$ cat src/rtl/vec_cpu_pkg.sv
// Shared definitions for the vector CPU pipeline: control flag layout,
// default vector geometry and the stage payload record.
package vec_cpu_pkg;

    localparam int CTRL_W         = 5;
    localparam int CTRL_REGWRITE  = 4;
    localparam int CTRL_MEMWRITE  = 3;
    localparam int CTRL_JUMP      = 2;
    localparam int CTRL_BRANCH    = 1;
    localparam int CTRL_RESULTSRC = 0;

    localparam int DEF_LANES  = 4;
    localparam int DEF_DATA_W = 16;
    localparam int DEF_RD_W   = 4;
    localparam int DEF_ALUC_W = 4;

    // Payload of one ID->EXE slot at the default geometry.
    typedef struct packed {
        logic [DEF_LANES*DEF_DATA_W-1:0] op1;
        logic [DEF_LANES*DEF_DATA_W-1:0] op2;
        logic [DEF_RD_W-1:0]             rd;
        logic [DEF_ALUC_W-1:0]           aluctl;
        logic [CTRL_W-1:0]               ctrl;
    } stage_payload_t;

    // Flat payload width for an arbitrary geometry.
    function automatic int payload_w(input int lanes, input int data_w,
                                     input int rd_w, input int aluc_w);
        return 2 * lanes * data_w + rd_w + aluc_w + CTRL_W;
    endfunction

endpackage

$ cat src/rtl/vec_stage_entry.sv
// One pipeline payload slot: clears on reset or clear, loads on load.
module vec_stage_entry #(
    parameter int W = 8
) (
    input  logic         clk,
    input  logic         reset,
    input  logic         load,
    input  logic         clear,
    input  logic [W-1:0] d,
    output logic [W-1:0] q
);

    logic [W-1:0] q_reg;

    // Clear wins over load so a flushed slot never captures new data.
    always_ff @(posedge clk) begin
        if (reset || clear) begin
            q_reg <= '0;
        end else if (load) begin
            q_reg <= d;
        end
    end

    assign q = q_reg;

endmodule

$ cat src/rtl/id_exe_vec_stage.sv
// ID->EXE vector pipeline register with valid/ready handshake, flush,
// bubble-gated control flags and a saturating stall counter.
// Optional macro SKID_BUFFER_EN adds a second entry so in_ready depends
// on registers only (no out_ready -> in_ready path).
module id_exe_vec_stage
    import vec_cpu_pkg::*;
#(
    parameter int LANES  = DEF_LANES,
    parameter int DATA_W = DEF_DATA_W,
    parameter int RD_W   = DEF_RD_W,
    parameter int ALUC_W = DEF_ALUC_W,
    parameter int CNT_W  = 16
) (
    input  logic                      clk,
    input  logic                      reset,
    input  logic                      flush,
    input  logic                      in_valid,
    output logic                      in_ready,
    input  logic [LANES*DATA_W-1:0]   in_op1,
    input  logic [LANES*DATA_W-1:0]   in_op2,
    input  logic [RD_W-1:0]           in_rd,
    input  logic [ALUC_W-1:0]         in_aluctl,
    input  logic [CTRL_W-1:0]         in_ctrl,
    output logic                      out_valid,
    input  logic                      out_ready,
    output logic [LANES*DATA_W-1:0]   out_op1,
    output logic [LANES*DATA_W-1:0]   out_op2,
    output logic [RD_W-1:0]           out_rd,
    output logic [ALUC_W-1:0]         out_aluctl,
    output logic [CTRL_W-1:0]         out_ctrl,
    output logic [CNT_W-1:0]          stall_cnt
);

    localparam int PW = payload_w(LANES, DATA_W, RD_W, ALUC_W);

    logic              main_valid_reg;
    logic [PW-1:0]     in_payload;
    logic [PW-1:0]     main_d;
    logic [PW-1:0]     main_q;
    logic              main_load;
    logic              accept;
    logic              consume;
    logic [CTRL_W-1:0] held_ctrl;
    logic [CNT_W-1:0]  stall_cnt_reg;

    assign in_payload = {in_op1, in_op2, in_rd, in_aluctl, in_ctrl};
    assign accept     = in_valid && in_ready;
    assign consume    = main_valid_reg && out_ready;

`ifdef SKID_BUFFER_EN
    logic          skid_valid_reg;
    logic [PW-1:0] skid_q;
    logic          skid_load;

    assign in_ready  = !reset && !flush && !skid_valid_reg;
    // Skid is only ever occupied behind a full main slot, so when it is
    // valid in_ready is low and the refill of main comes purely from skid.
    assign main_load = (consume && skid_valid_reg) ||
                       (accept && (!main_valid_reg || consume));
    assign main_d    = skid_valid_reg ? skid_q : in_payload;
    assign skid_load = accept && main_valid_reg && !consume;

    // Occupancy of both slots; flush empties everything.
    always_ff @(posedge clk) begin
        if (reset || flush) begin
            main_valid_reg <= 1'b0;
            skid_valid_reg <= 1'b0;
        end else begin
            main_valid_reg <= consume ? (skid_valid_reg || accept)
                                      : (main_valid_reg || accept);
            skid_valid_reg <= skid_valid_reg ? !consume : skid_load;
        end
    end

    vec_stage_entry #(.W(PW)) u_skid (
        .clk   (clk),
        .reset (reset),
        .load  (skid_load),
        .clear (flush || (consume && skid_valid_reg)),
        .d     (in_payload),
        .q     (skid_q)
    );
`else
    assign in_ready  = !reset && !flush && (!main_valid_reg || out_ready);
    assign main_load = accept;
    assign main_d    = in_payload;

    // Single-slot occupancy: accept refills, consume alone empties.
    always_ff @(posedge clk) begin
        if (reset || flush) begin
            main_valid_reg <= 1'b0;
        end else if (accept) begin
            main_valid_reg <= 1'b1;
        end else if (consume) begin
            main_valid_reg <= 1'b0;
        end
    end
`endif

    vec_stage_entry #(.W(PW)) u_main (
        .clk   (clk),
        .reset (reset),
        .load  (main_load),
        .clear (flush),
        .d     (main_d),
        .q     (main_q)
    );

    assign {out_op1, out_op2, out_rd, out_aluctl, held_ctrl} = main_q;
    assign out_valid = main_valid_reg;

    // An empty slot must never present write enables downstream.
    genvar gi;
    generate
        for (gi = 0; gi < CTRL_W; gi++) begin : g_ctrl_gate
            assign out_ctrl[gi] = held_ctrl[gi] & main_valid_reg;
        end
    endgenerate

    // Count back-pressured cycles, saturating; only reset clears it.
    always_ff @(posedge clk) begin
        if (reset) begin
            stall_cnt_reg <= '0;
        end else if (main_valid_reg && !out_ready && (stall_cnt_reg != {CNT_W{1'b1}})) begin
            stall_cnt_reg <= stall_cnt_reg + 1'b1;
        end
    end

    assign stall_cnt = stall_cnt_reg;

endmodule

$ cat config.mk
export PLATFORM = sky130hd
export DESIGN_NAME = id_exe_vec_stage
export DESIGN_NICKNAME = d
export VERILOG_FILES = /design/src/rtl/vec_cpu_pkg.sv /design/src/rtl/vec_stage_entry.sv /design/src/rtl/id_exe_vec_stage.sv
export SDC_FILE = /design/constraint.sdc
export NUM_CORES = 1
export LEC_CHECK = 0
export CORE_MARGIN = 2
export CORE_UTILIZATION = 45
export DETAILED_ROUTE_END_ITERATION = 16
export PLACE_DENSITY = 0.94
export SLEW_MARGIN = 25
export SYNTH_ARGS = -nofsm -noshare
export SYNTH_HDL_FRONTEND = slang
export SYNTH_SLANG_ARGS = --single-unit
$ cat constraint.sdc
create_clock -name clk -period 2.97 [get_ports clk]
set_input_delay 0.594 -clock clk [delete_from_list [all_inputs] [get_ports clk]]
set_output_delay 0.594 -clock clk [all_outputs]
set_load 0.01 [all_outputs]
==> results.py, run 1 <==
metrics = {
    "timing": {
        "min_period_ns": 2.67,
        "fmax_ghz": 0.374,
        "final_hold_viol_count": 0,
        "finalMaxSlewViolations": 0,
        "setup_viol": 0,
        "worst_pin_slew_ns": 0.633,
        "rsz0062_at_grt": "false",
        "period_share_pct": 90.0,
        "fin_hold_ws_ns": 0.446,
        "finClkSkew_ns": 0.00918,
        "setup_tns_ns": 0,
        "maxSlewHeadroom_pct": 57.8,
    },
    "route": {
        "drc": 0,
        "vias": 5961,
        "first_pass_iters": 4,
        "routed_wl_um": 17400,
        "drt_iter0_drc": 382,
        "viasPerCell": 4.93,
        "wire_per_inst_um": 14.4,
        "drtAntennaViolNets": 0,
    },
    "yosys": {
        "netlist_area_mm2": 0.00680,
        "synth_top_flop_cell": "dfxtp_1",
        "async_flop_share_pct": 0,
        "yosysUniqueCellTypes": 41,
        "ys_seq_area_share_pct": 46.5,
        "synth_edf_count": 0,
        "syn_inst": 864,
        "syn_nets": 1011,
        "ys_seq_elements": 158,
        "yosys_warnings": 0,
        "syn_area_per_cell_um2": 7.87,
    },
    "global_routing": {
        "grtUsageTotal_pct": 21.2,
        "grt_max_degree": 143,
        "grt_pass1_wl_um": 27600,
        "grt_overflow": 0,
        "first_global_vias": 5768,
        "antenna_found_initial": 0,
    },
    "clock_tree": {
        "hold_buffers": 0,
        "cts_root_buf": "clkbuf_16",
        "clock-sinks": 158,
        "cts_tree": "done",
        "clkLatencyLatePin_ns": 0.42,
        "clk_pin_slew_ns": 0.06,
        "htreeDepth": 4,
        "post_cts_buffers": 0,
        "cts_resized": 0,
        "cts_buffers": 17,
        "clock_path_buffers": 2,
    },
    "setup_path": {
        "r2r_cells": 4,
        "path_common_cell": "clkdlybuf4s50_1",
        "path_buf_inv": 2,
        "cp.depth": 4,
        "worstPathRequired_ns": 2.38,
        "critPathMaxStageDelay_ns": 0.60,
        "arrival_ns": 2.08,
        "cp-end-kind": "primary output",
        "path_cells": "clkdlybuf4s50_1 > nor2b_1 > nor3_1 > clkdlybuf4s50_1",
        "cp-start-kind": "input pin",
        "path_class": "in2out",
        "critical-path-top-delay-family": "buffers and inverters",
        "cpMaxStageDelayCell": "clkdlybuf4s50_1",
        "crit_fanout": 5,
    },
    "final_layout": {
        "nets": 1159,
        "drive_gt1_share_pct": 4.59,
        "final_cell_mix": "clkdlybuf4s50_1 (304), nand2_1 (291), dfxtp_1 (158)",
        "finalInstanceArea_mm2": 0.00959,
        "layout_commonest_cell": "clkdlybuf4s50_1",
        "largest_reg_flops": 141,
        "area_delta_synth_final_pct": 41.0,
        "diodes": 0,
    },
    "status": {
        "outcome": "finished clean",
    },
    "placed_design": {
        "place_area_mm2": 0.00900,
        "port_buffers": 304,
        "gp_congestion": 0.811,
        "dp.final_hpwl_um": 12600,
    },
    "die": {
        "pin_count": 305,
        "dieArea_mm2": 0.0161,
        "initial_core_util_pct": 46.4,
        "rows": 44,
        "core_mm2": 0.0146,
        "dieHeight_um": 127,
        "die_w_um": 127,
    },
    "run": {
        "cap_violations": 0,
    },
    "power_and_ir_drop": {
        "p_per_area_mw_per_mm2": 513,
        "vdd_ir_drop_max_uv": 318,
        "p_leak_nw": 3.41,
    },
    "worst_hold_path": {
        "hold_path_depth": 2,
        "hold_class": "reg2reg",
    },
}
## path summary, 6_finish.rpt
kind	slack (ns)	to	start
hold reg to reg	0.45	u_main.q[62]$_SDFFE_PP0P_	u_main.q[62]$_SDFFE_PP0P_
hold / removal	0.45	u_main.q[62]$_SDFFE_PP0P_	u_main.q[62]$_SDFFE_PP0P_
setup reg to reg	1.03	stall_cnt[15]$_SDFFE_PP0P_	out_valid$_SDFFE_PP0P_
setup / recovery	0.30	in_ready	out_ready
## area by class of cell
cell class,instances,area [um^2]
well taps,184,230
inverters,4,15.0
multi-input cells,516,2390
fillers,1114,5060
flip-flops and latches,158,3160
repair buffers,315,3200
clock buffers,19,443
clock inverters,13,141
## metrics by stage
stage / setup WS (ns) / power, mW / instances / util, %
2_1_floorplan: 1.12 / 2.53 / 864 / -
3_3_place_gp: 0.321 / 2.81 / 1177 / 61.5
3_5_place_dp: 0.280 / 2.83 / 1177 / 61.5
4_1_cts: 0.280 / 4.97 / 1209 / 65.5
5_1_grt: 0.184 / 5.10 / 1209 / 65.5
6_report: 0.297 / 4.92 / 1209 / 65.5
## power by group
group          switching, mW  total (mW)  internal, mW
Combinational          0.213       0.547         0.334
Clock                  0.871        2.13          1.26
Sequential            0.0399        2.24          2.20
## cells by family after synthesis
logic type	after synthesis	synth area share, %
buf+inv	190	18.4
simple gates	342	21.1
mux	4	0.607
flops	158	46.5
fa+ha+maj	1	0.184
compound gates	169	13.2
## synth_stat cells (2+ instances only)
library cell    n  area (um^2)
a21oi_1         9         45.0
and2_1          6         37.5
and3_1          9         56.3
and4_1          2         17.5
buf_2          18         90.1
buf_4         138         1040
clkbuf_1       30          113
dfxtp_1       158         3160
inv_1           4         15.0
mux2i_1         3         30.0
nand2_1       291         1090
nand3_1         5         25.0
nand4_1         3         18.8
nor2_1          2         7.51
nor2b_1         3         18.8
nor3_1          8         40.0
o211ai_1        3         22.5
o21ai_0       110          551
o21ai_1        34          170
o31ai_1         3         22.5
or3_1           4         25.0
or4_1           2         15.0
## worst reg2reg max path, delay by kind of cell, from the launching register on
| family | cells | cell delay (ns) |
|---|---|---|
| AO/OA/AOI/OAI | 1 | 0.14 |
| flip-flops | 1 | 0.52 |
| AND/OR/NAND/NOR | 3 | 1.21 |
## per-layer routing
metal | global-route usage (%) | wire length [um]
met1 | 23.3 | 6770
met2 | 37.1 | 8650
met3 | 6.96 | 1520
met4 | 9.70 | 497
met5 | 0 | 0
(Power assumes the default switching activity.)
==> inputs of run 2 (changes only) <==
--- a/config.mk
+++ b/config.mk
@@ -7,6 +7,7 @@
 export LEC_CHECK = 0
 export CORE_MARGIN = 2
 export CORE_UTILIZATION = 45
+export CTS_CLUSTER_DIAMETER = 200
 export DETAILED_ROUTE_END_ITERATION = 16
 export PLACE_DENSITY = 0.94
 export SLEW_MARGIN = 25
==> results of run 2 <==
Same layout as run 1: the final DEF is identical, and so are final timing and power.
